$ cat src/rtl/mul54_arbiter.sv
// Shares one 3-stage Mul54 multiply-add pipe between two requesters with
// round-robin arbitration, an optional multi-op lock and operand-latch reuse.
module mul54_arbiter #(
  parameter int A_W = 54,
  parameter int C_W = 105
) (
  input  logic           clock,
  input  logic           reset,
  input  logic           req0_valid,
  output logic           req0_ready,
  input  logic           req0_lock,
  input  logic           req0_keep_a,
  input  logic           req0_keep_b,
  input  logic [A_W-1:0] req0_a,
  input  logic [A_W-1:0] req0_b,
  input  logic [C_W-1:0] req0_c,
  input  logic           req1_valid,
  output logic           req1_ready,
  input  logic           req1_lock,
  input  logic           req1_keep_a,
  input  logic           req1_keep_b,
  input  logic [A_W-1:0] req1_a,
  input  logic [A_W-1:0] req1_b,
  input  logic [C_W-1:0] req1_c,
  output logic           resp0_valid,
  output logic           resp1_valid,
  output logic [C_W-1:0] resp_data,
  output logic           mul_val_s0,
  output logic           mul_latch_a_s0,
  output logic [A_W-1:0] mul_a_s0,
  output logic           mul_latch_b_s0,
  output logic [A_W-1:0] mul_b_s0,
  output logic [C_W-1:0] mul_c_s2,
  input  logic [C_W-1:0] mul_result_s3,
  output logic           busy
);

  typedef enum logic [1:0] {
    ST_RR    = 2'd0,
    ST_LOCK0 = 2'd1,
    ST_LOCK1 = 2'd2
  } state_e;

  state_e         state_q, state_d;
  logic           rr_ptr_q, rr_ptr_d;
  logic           owner_vld_q, owner_vld_d;
  logic           owner_id_q, owner_id_d;
  logic           init_q;
  logic           v_s1_q, v_s2_q, v_s3_q;
  logic           id_s1_q, id_s2_q, id_s3_q;
  logic [C_W-1:0] c_s1_q, c_s2_q;

  logic           en_s;
  logic           gnt_vld_s;
  logic           gnt_id_s;
  logic           issue_s;
  logic           sel_lock_s;
  logic           sel_keep_a_s;
  logic           sel_keep_b_s;
  logic           reuse_ok_s;

  // init_q holds the block quiet for one cycle after reset is released.
  assign en_s    = reset & init_q;
  assign issue_s = en_s & gnt_vld_s;

  // State register
  always_ff @(posedge clock) begin
    if (!reset) begin
      state_q     <= ST_RR;
      rr_ptr_q    <= 1'b0;
      owner_vld_q <= 1'b0;
      owner_id_q  <= 1'b0;
      init_q      <= 1'b0;
    end else begin
      state_q     <= state_d;
      rr_ptr_q    <= rr_ptr_d;
      owner_vld_q <= owner_vld_d;
      owner_id_q  <= owner_id_d;
      init_q      <= 1'b1;
    end
  end

  // Next-state logic
  always_comb begin
    state_d     = state_q;
    rr_ptr_d    = rr_ptr_q;
    owner_vld_d = owner_vld_q;
    owner_id_d  = owner_id_q;
    if (issue_s) begin
      rr_ptr_d    = ~gnt_id_s;
      owner_vld_d = 1'b1;
      owner_id_d  = gnt_id_s;
    end else begin
      rr_ptr_d    = rr_ptr_q;
    end
    case (state_q)
      ST_RR: begin
        if (issue_s && sel_lock_s) begin
          state_d = gnt_id_s ? ST_LOCK1 : ST_LOCK0;
        end else begin
          state_d = ST_RR;
        end
      end
      ST_LOCK0, ST_LOCK1: begin
        if (issue_s && !sel_lock_s) begin
          state_d = ST_RR;
        end else begin
          state_d = state_q;
        end
      end
      default: state_d = ST_RR;
    endcase
  end

  // Output logic: grant selection and operand steering
  always_comb begin
    gnt_vld_s = 1'b0;
    gnt_id_s  = 1'b0;
    case (state_q)
      ST_RR: begin
        if (req0_valid && req1_valid) begin
          gnt_vld_s = 1'b1;
          gnt_id_s  = rr_ptr_q;
        end else if (req0_valid) begin
          gnt_vld_s = 1'b1;
          gnt_id_s  = 1'b0;
        end else if (req1_valid) begin
          gnt_vld_s = 1'b1;
          gnt_id_s  = 1'b1;
        end else begin
          gnt_vld_s = 1'b0;
        end
      end
      ST_LOCK0: begin
        gnt_vld_s = req0_valid;
        gnt_id_s  = 1'b0;
      end
      ST_LOCK1: begin
        gnt_vld_s = req1_valid;
        gnt_id_s  = 1'b1;
      end
      default: begin
        gnt_vld_s = 1'b0;
        gnt_id_s  = 1'b0;
      end
    endcase
  end

  assign sel_lock_s   = gnt_id_s ? req1_lock   : req0_lock;
  assign sel_keep_a_s = gnt_id_s ? req1_keep_a : req0_keep_a;
  assign sel_keep_b_s = gnt_id_s ? req1_keep_b : req0_keep_b;
  // A held operand is only trusted if the same requester issued the last op.
  assign reuse_ok_s   = owner_vld_q & (owner_id_q == gnt_id_s);

  assign req0_ready     = issue_s & ~gnt_id_s;
  assign req1_ready     = issue_s & gnt_id_s;
  assign mul_val_s0     = issue_s;
  assign mul_latch_a_s0 = issue_s & ~(sel_keep_a_s & reuse_ok_s);
  assign mul_latch_b_s0 = issue_s & ~(sel_keep_b_s & reuse_ok_s);
  assign mul_a_s0       = gnt_id_s ? req1_a : req0_a;
  assign mul_b_s0       = gnt_id_s ? req1_b : req0_b;
  assign mul_c_s2       = c_s2_q;

  // Tag pipe tracking which requester owns each stage
  always_ff @(posedge clock) begin
    if (!reset) begin
      v_s1_q  <= 1'b0;
      v_s2_q  <= 1'b0;
      v_s3_q  <= 1'b0;
      id_s1_q <= 1'b0;
      id_s2_q <= 1'b0;
      id_s3_q <= 1'b0;
    end else begin
      v_s1_q  <= issue_s;
      v_s2_q  <= v_s1_q;
      v_s3_q  <= v_s2_q;
      id_s1_q <= gnt_id_s;
      id_s2_q <= id_s1_q;
      id_s3_q <= id_s2_q;
    end
  end

  // Addend staging to meet the multiplier at s2
  always_ff @(posedge clock) begin
    if (issue_s) begin
      c_s1_q <= gnt_id_s ? req1_c : req0_c;
    end else begin
      c_s1_q <= c_s1_q;
    end
    c_s2_q <= c_s1_q;
  end

  assign resp0_valid = en_s & v_s3_q & ~id_s3_q;
  assign resp1_valid = en_s & v_s3_q & id_s3_q;
  assign resp_data   = mul_result_s3;
  assign busy        = en_s & (v_s1_q | v_s2_q | v_s3_q | (state_q != ST_RR));

endmodule

$ cat config.mk
export PLATFORM = sky130hd
export DESIGN_NAME = mul54_arbiter
export DESIGN_NICKNAME = d
export VERILOG_FILES = /design/src/rtl/mul54_arbiter.sv
export SDC_FILE = /design/constraint.sdc
export NUM_CORES = 1
export LEC_CHECK = 0
export ABC_AREA = 1
export BUFFER_PORTS_ARGS = -buffer_cell sky130_fd_sc_hd__clkbuf_2
export CAP_MARGIN = 20
export CORE_AREA = 2 2 337 339
export CTS_CLUSTER_SIZE = 30
export DETAILED_ROUTE_END_ITERATION = 6
export DIE_AREA = 0 0 339 341
export SLEW_MARGIN = 15
export SYNTH_ARGS = -nofsm -noshare
export SYNTH_HDL_FRONTEND = slang
export SYNTH_SLANG_ARGS = --single-unit
$ cat constraint.sdc
create_clock -name clock -period 3.8 [get_ports clock]
set_clock_uncertainty 0.05 [all_clocks]
set_input_delay 0.38 -clock clock [delete_from_list [all_inputs] [get_ports clock]]
set_output_delay 0.38 -clock clock [all_outputs]
set_load 0.02 [all_outputs]
==> results of run 1 <==
-- final cells by class --
cell class,count,area [sq um]
Fill cell,12940,97560
Sequential cell,222,5495
Timing Repair Buffer,669,3431
Multi-Input combinational cell,695,2710
Tap cell,1500,1877
Clock buffer,26,585.6
Clock inverter,11,117.6
Inverter,19,100.1
Antenna cell,1,2.502
-- repair_timing --
item                                    CTS  global route
endpoints found under the setup margin    0             9
gates resized for setup                   0             4
setup buffers                             0             0
-- cell usage in the layout (no fill, tap or decap) --
cell type and count:
nor3b_1 1, a21boi_0 1, clkbuf_8 2, clkinv_1 2, nor3_1 2, a211oi_1 2, clkbuf_2 656, a21oi_1 3
nand2_1 659, clkinvlp_4 3, nor2_2 2, diode_2 1, nor2_4 1, edfxtp_1 105, clkinv_4 1, inv_4 1
inv_1 17, nand2_8 1, buf_4 9, buf_12 4, bufinv_16 2, o21ai_0 2, inv_6 1, clkinv_2 2
dfxtp_1 117, nand2_4 1, clkinv_16 1, clkbuf_1 2, nor2_1 11, clkbuf_16 22, ha_1 4, nand3_1 5
-- cell families after synthesis --
family          Yosys count
simple gates            683
flops                   222
buf+inv                 173
compound gates            8
fa+ha+maj                 4
-- worst reg2reg max path, stage by stage (launching register included) --
cell and delay, ns:
dfxtp_1 0.37, inv_1 0.10, ha_1 0.26, nand2_1 0.09
inv_1 0.04, nand2_1 0.16, nand2_8 0.30, clkinv_16 0.27
buf_12 0.32, buf_4 0.45, nand2_1 0.11, nand2_1 0.09
-- worst min path at each step --
stage	from	endpoint	slack [ns]	cells past startpoint
floorplan	c_s1_q[0]	mul_c_s2[0]	0.27	0
global placement	c_s1_q[32]	mul_c_s2[32]	0.27	0
detailed placement	c_s1_q[20]	mul_c_s2[20]	0.28	0
CTS	reset	init_q	0.008	1
global route	reset	init_q	0.03	1
finish	reset	init_q	0.06	1
-- routing by layer --
layer  vias to the layer above  share of wire (%)
li1                       4317                  -
met3                        75                 12
met4                         0                3.5
met2                       622                 48
met1                      4043                 36
met5                         -                  0
-- stage by stage --
step / cell area (sq um) / util (%) / total power [mW] / hold WS (ns) / setup WS (ns)
after floorplan: 9407 / - / 6.227 / 0.2733 / 1.024
after global placement: 13590 / 12.15 / 8.112 / 0.2734 / 0.5724
after detailed placement: 13590 / 12.15 / 8.125 / 0.2769 / 0.6300
after CTS: 14300 / 12.78 / 10.35 / 0.008060 / 0.04489
after global routing: 14320 / 12.80 / 10.81 / 0.02791 / 0.009226
final: 14320 / 12.80 / 10.13 / 0.05625 / 0.2415
-- power breakdown --
group | total, mW | switching (mW) | internal (mW)
clock | 2.15 | 0.918 | 1.24
combinational | 4.76 | 3.52 | 1.23
sequential | 3.22 | 0.119 | 3.10
==> impl_results.md, run 1 <==
* Status: finished clean
* Pin count of the biggest net entering global routing at 68
* Clk_lat worst skew at between 0.5 and 0.6 ns
* CP endpoint kind: primary output
* Maximum vdd drop at about 480 uV
* Die area at 115,600 sq um
* FMAX at between 0.2 and 0.3 GHz
* Cell area after synthesis at about 9400 sq um
* XOR/XNOR Fraction of Synth Area at 0%
* Synth warn at 0
* RSZ-0062 raised after global routing: no
* Critical path class: reg -> out
* Top post-synthesis cells by area: edfxtp_1, nand2_1, dfxtp_1
* Number of global-route vias before repair at 9,099
* Placed insts at ~3,100
* R2R depth at 11
* Worst slew pin tran at 0.6302 ns
* Critical Path Most Common Cell: nand2_1
* CP startpoint: state_q[0]
* Tmin final at between 3 and 4 ns
* Inserted Clock Buffers at 21
* Cell taking the most area after synthesis: edfxtp_1
* Ports at 867
* Synth Area in Adders at less than 1%
* Global-route wire length before repair at about 82,000 um
* Antenna Nets Post-Route at 0
* Simple-Gate Fraction of Synth Area at between 20% and 30%
* Mean post-synth cell area at around 8.6 sq um
* GR Util All Layers at a little over a tenth
* Compound-Gate Fraction of Synth Area at less than 1%
* Largest family of logic cells by synthesized area: simple AND/OR/NAND/NOR gates
* Syn Nets at between 1,500 and 2,000
* Slowest Stage Delay on Critical Path at 0.37 ns
* H-tree depth at 1
* Top cell type's share of synthesized area at between 30 and 40%
* R2r setup slk at 1.06 ns
* Post-synthesis sequential area ratio at between 50 and 60%
* Final setup viols at 0
* P&R area growth vs syn at 52.22%
* DRC at 0
* Chip height at ~340 um
* Hold_buf cts at 0
* Slew Limit Fails at 0
* Clock Tree Buf Depth at 3
* Row count at 123
* Fin cells at ~3,100
* Global route overflow at 0
* Detailed Routing Iterations Pass 1 at 4
* FF+latch count, synth at 222
* Most frequent cell after synthesis: nand2_1
* Netlist cell types at 22
* Worst Path Required at 3.37 ns
* Initial core utilization at under 10%
* Async SR Flop Fraction at 0%
* Die width at between 300 and 400 um
* Detailed-route vias per instance at 2.882
* Multiplexer area fraction after synthesis at 0%
* Levels on crit path at 11
* Tcrit/Tclk final at between 90% and 100%
* Setup TNS Final at 0 ns
* Most used routing layer: met2
* Max Cap Viol at 0
* P_leak at 7.204 nW
* Setup crit end: mul_b_s0[3]
* Buf+Inv Stages, Crit Path at 5
* Detailed Route WL at about 64,000 um
* Initial antenna violation count at 13
* Clk pin slew, worst setup/hold paths at around 0.06 ns
* Delay-heaviest family, CP: simple AND/OR/NAND/NOR gates
* Buffers on Ports at approximately 660
* R2r startpoint: state_q[0]
* Slowest CP cell: dfxtp_1
* Startpoint types: flip-flop
* Critical path fanouts, max at 60
* Crit path cell chain: inv_1 > ha_1 > nand2_1 > inv_1 > nand2_1 > nand2_8 > clkinv_16 > buf_12 > nand2_1 > nand2_1 > clkbuf_2
* Pwr Density at a little over 700 nW/um^2
* EDFF count, synth at about 110
* Synth cell count leaders: nand2_1, buf_4, dfxtp_1
* CTS root buffer: clkbuf_16
* Total core area at ~110,000 sq um
* Post-layout net count at 2,173
* Iter 0 DRT Violations at 336
* Reg2reg end: c_s1_q[40]
* Synth Instances at roughly 1,100
* Detail Placement HPWL at about 57,000 um
* Final Hold Fails at 0
* CTS Sinks at between 200 and 250
* Share of layout cells above drive strength 1 at a little over two fifths
* TritonCTS clock tree: built
* RD Place Congestion at between 0.9 and 1
* Crit path DAT at 3.13 ns
* Ys flop type: dfxtp_1
* Hold Crit Class: in -> reg
* Met1 usage at 11.15%
* Met3 usage at 5.336%
* Avg WL per Cell at ~20 um
* Max_slew headroom at 57.98%
* Met2 GRT Util at approximately 18%
* Via count at 9,057
Note: power is estimated with default switching activity, not from simulation.
==> run 2: changes to the inputs <==
--- a/config.mk
+++ b/config.mk
@@ -5,13 +5,13 @@
 export SDC_FILE = /design/constraint.sdc
 export NUM_CORES = 1
 export LEC_CHECK = 0
-export ABC_AREA = 1
 export BUFFER_PORTS_ARGS = -buffer_cell sky130_fd_sc_hd__clkbuf_2
 export CAP_MARGIN = 20
-export CORE_AREA = 2 2 337 339
+export CORE_AREA = 2 2 336 338
 export CTS_CLUSTER_SIZE = 30
 export DETAILED_ROUTE_END_ITERATION = 6
-export DIE_AREA = 0 0 339 341
+export DIE_AREA = 0 0 338 340
+export HOLD_SLACK_MARGIN = 0.02
 export SLEW_MARGIN = 15
 export SYNTH_ARGS = -nofsm -noshare
 export SYNTH_HDL_FRONTEND = slang
==> constraint.sdc (replaced) <==
create_clock -name clock -period 3.8 [get_ports clock]
set_clock_uncertainty 0.05 [all_clocks]
set_input_delay 0.95 -clock clock [delete_from_list [all_inputs] [get_ports clock]]
set_output_delay 0.95 -clock clock [all_outputs]
set_load 0.02 [all_outputs]
==> run 2 against run 1 <==
Power is 37% lower; sequential power is 17% lower; combinational power is 72% lower; critical path depth is 4 lower; synthesized cell count is 1.9% lower; setup slack worse by 0.20 ns; register-to-register slack better by 0.30 ns; die area is 0.59% lower; sequential cell count stayed put; cell count hardly changed; wire length is 11% higher; first-iteration DRC count is 22% higher; largest cell class unchanged.
==> impl_results.md, run 2 <==
* Maximum vdd drop at 215.3 uV (was 478.7 uV)
* Clk pin slew, worst setup/hold paths at 0.06 ns (about the same)
* Cell area after synthesis at 9306 sq um (was 9407 sq um)
* Cell taking the most area after synthesis: edfxtp_1 (unchanged)
* CTS root buffer: clkbuf_16 (unchanged)
* Final setup viols at 0 (unchanged)
* Switching Share at 29.96% (was 45.01%)
* Fin cells at 3,140 (was 3,143)
* Tmin final at 3.754 ns (was 3.559 ns)
* RSZ-0062 raised after global routing: no (unchanged)
* R2r startpoint: state_q[0] (unchanged)
* Mean post-synth cell area at 8.706 sq um (was 8.630 sq um)
* GR Util All Layers at 11.71% (was 10.55%)
* R2R depth at 8 (was 11)
* Number of global-route vias before repair at 8,759 (was 9,099)
* Inserted Clock Buffers at 24 (was 21)
* RD Place Congestion at 0.9442 (was 0.9870)
* Most frequent cell after synthesis: nand2_1 (unchanged)
* FMAX at 0.2663 GHz (was 0.2810 GHz)
* Top post-synthesis cells by area: edfxtp_1, nand2_1, dfxtp_1 (unchanged)
* Finished Cell Area at 14,680 sq um (was 14,320 sq um)
* P_leak at 7.315 nW (was 7.204 nW)
* Post-synthesis sequential area ratio at 59.05% (was 58.42%)
* Ys flop type: dfxtp_1 (unchanged)
* Synth cell count leaders: nand2_1, buf_4, dfxtp_1 (unchanged)
* NetSw at 1.908 mW (was 4.558 mW)
* H-tree depth at 1 (unchanged)
* Detail Placement HPWL at 64,440 um (was 57,470 um)
* Detailed Route WL at 71,430 um (was 64,240 um)
* Tcrit/Tclk final at 98.80% (was 93.65%)
* Syn Nets at 1,614 (was 1,635)
* # fillers at 12,890 (was 12,940)
* Setup ws final at 0.04553 ns (was 0.2415 ns)
* DP Worst Slack at 0.1008 ns (was 0.6300 ns)
* Reg2reg end: c_s1_q[7] (was c_s1_q[40])
* Chip height at 340 um (was 341 um)
* Clk_lat worst skew at 0.53 ns (was 0.52 ns)
* Detailed Routing Iterations Pass 1 at 4 (unchanged)
* Hold Crit Class: reg -> reg (was in -> reg)
* Combinational share of power at 21.3% (was 47.0%)
* DRC at 0 (unchanged)
* Antenna Nets Post-Route at 0 (unchanged)
* Die area at 114,900 sq um (was 115,600 sq um)
* Sequential Area at 5495 sq um (unchanged)
* Reg power frac at 42.1% (was 31.8%)
* Slew Limit Fails at 0 (unchanged)
* Post-layout net count at 2,166 (was 2,173)
* Postcts setup bufs at 0 (unchanged)
* Detailed-route vias per instance at 2.944 (was 2.882)
* Final Hold Fails at 0 (unchanged)
* CP endpoint kind: primary output (unchanged)
* Global-route wire length before repair at 86,600 um (was 81,610 um)
* Placed insts at 3,095 (was 3,105)
* Multi-input gate area at 2739 sq um (was 2710 sq um)
* Ports at 867 (unchanged)
* FF+latch count, synth at 222 (unchanged)
* Status: finished clean (unchanged)
* Async SR Flop Fraction at 0% (unchanged)
* Worst slew pin tran at 0.4913 ns (was 0.6302 ns)
* Hold_sp: c_s1_q[95] (was reset)
* Initial antenna violation count at 25 (was 13)
* R2r setup slk at 1.36 ns (was 1.06 ns)
* Global route overflow at 0 (unchanged)
* Top cell type's share of synthesized area at 33.88% (was 33.52%)
* Netlist cell types at 25 (was 22)
* Max_slew headroom at 67.25% (was 57.98%)
* Pwr Density at 433.8 nW/um^2 (was 707.3 nW/um^2)
* Max Cap Viol at 0 (unchanged)
* Row count at 123 (unchanged)
* Iter 0 DRT Violations at 411 (was 336)
* Total core area at 111,600 sq um (was 111,900 sq um)
* Crit path DAT at 2.75 ns (was 3.13 ns)
* Buffers on Ports at 656 (unchanged)
* Synth Instances at 1,069 (was 1,090)
* DP Area at 13,880 sq um (was 13,590 sq um)
* Startpoint types: flip-flop (unchanged)
* CP startpoint: state_q[0] (unchanged)
* CTS Sinks at 222 (unchanged)
* Avg WL per Cell at 22.75 um (was 20.44 um)
* Critical path fanouts, max at 50 (was 60)
* Clk pwr share at 36.7% (was 21.3%)
* Int Pwr at 4.460 mW (was 5.569 mW)
* Setup TNS Final at 0 ns (unchanged)
* P&R area growth vs syn at 57.72% (was 52.22%)
* Initial core utilization at 8.341% (was 8.407%)
* Clock Tree Buf Depth at 3 (unchanged)
* TritonCTS clock tree: built (unchanged)
* Die width at 338 um (was 339 um)
* Pin count of the biggest net entering global routing at 85 (was 68)
* Critical path class: reg -> out (unchanged)
* EDFF count, synth at 105 (unchanged)
* Most frequent cells in the layout: nand2_1, clkbuf_2, dfxtp_1 (unchanged)
* Via count at 9,244 (was 9,057)
* Setup crit end: mul_b_s0[48] (was mul_b_s0[3])
* Share of layout cells above drive strength 1 at 44.17% (was 43.18%)
* Hold slack at 0.2861 ns (was 0.05625 ns)
* Worst Path Required at 2.80 ns (was 3.37 ns)
* Synth warn at 0 (unchanged)
[run 2: worst max-delay path, stage by stage, from the launching register on]
cell and delay, ns:
dfxtp_1 0.37, inv_1 0.08, ha_1 0.30, a31oi_4 0.29, buf_12 0.26, nand2_1 0.35
nand2_2 0.31, buf_12 0.15
[run 2: how the worst min path moves through the flow]
stage / end / slack (ns) / depth (start not counted)
global placement: mul_c_s2[49] / 0.27 / 0
detailed placement: mul_c_s2[30] / 0.28 / 0
global route: mul_c_s2[95] / 0.29 / 0
finish: mul_c_s2[95] / 0.29 / 0
CTS: mul_c_s2[95] / 0.28 / 0
floorplan: mul_c_s2[0] / 0.27 / 0
[run 2: through the flow]
stage                     power [mW]  utilization [%]
after global placement         4.110            12.44
after floorplan                3.478                -
after detailed placement       4.111            12.44
after CTS                      6.510            13.15
final                          6.368            13.16
after global routing           6.676            13.15
[run 2: power groups by stage]
stage          sequential, mW  combinational [mW]  clock [mW]
2_1_floorplan            2.79               0.686           0
3_3_place_gp             2.73                1.38           0
3_5_place_dp             2.73                1.38           0
4_1_cts                  2.68                1.39        2.44
5_1_grt                  2.69                1.47        2.52
6_report                 2.68                1.35        2.34
[run 2: repair_timing]
action / 4_1_cts / 5_1_grt
gates resized for setup: 2 / 0
hold buffers: 0 / 0
endpoints found under the setup margin: 2 / 0
[run 2: cells by family (layout without fill, tap and decap cells)]
| logic type | Yosys count | in the layout | share of synthesized area (%) |
|---|---|---|---|
| buffers and inverters | 159 | 729 | 11.67 |
| AOI/OAI and AO/OA | 15 | 15 | 1.129 |
| other | 0 | 1 | 0 |
| and+or+nand+nor | 667 | 667 | 27.40 |
| adders and majority gates | 4 | 4 | 0.5378 |
| muxes | 2 | 2 | 0.2151 |
| DFF | 222 | 222 | 59.05 |
[run 2: cell type report]
cell class                      instances  area share, %
Clock buffer                           33          4.603
Timing Repair Buffer                  680          25.54
Tap cell                             1500          12.79
Sequential cell                       222          37.44
Antenna cell                            1        0.01705
Inverter                                5         0.1449
Clock inverter                         11         0.8098
Multi-Input combinational cell        688          18.66
[run 2: layer usage]
| metal | track usage [%] | part of all wire (%) |
|---|---|---|
| met4 | 3.991 | 3.7 |
| met2 | 19.80 | 46 |
| met3 | 6.102 | 13 |
| met1 | 12.42 | 36 |
| met5 | 0 | 0.087 |
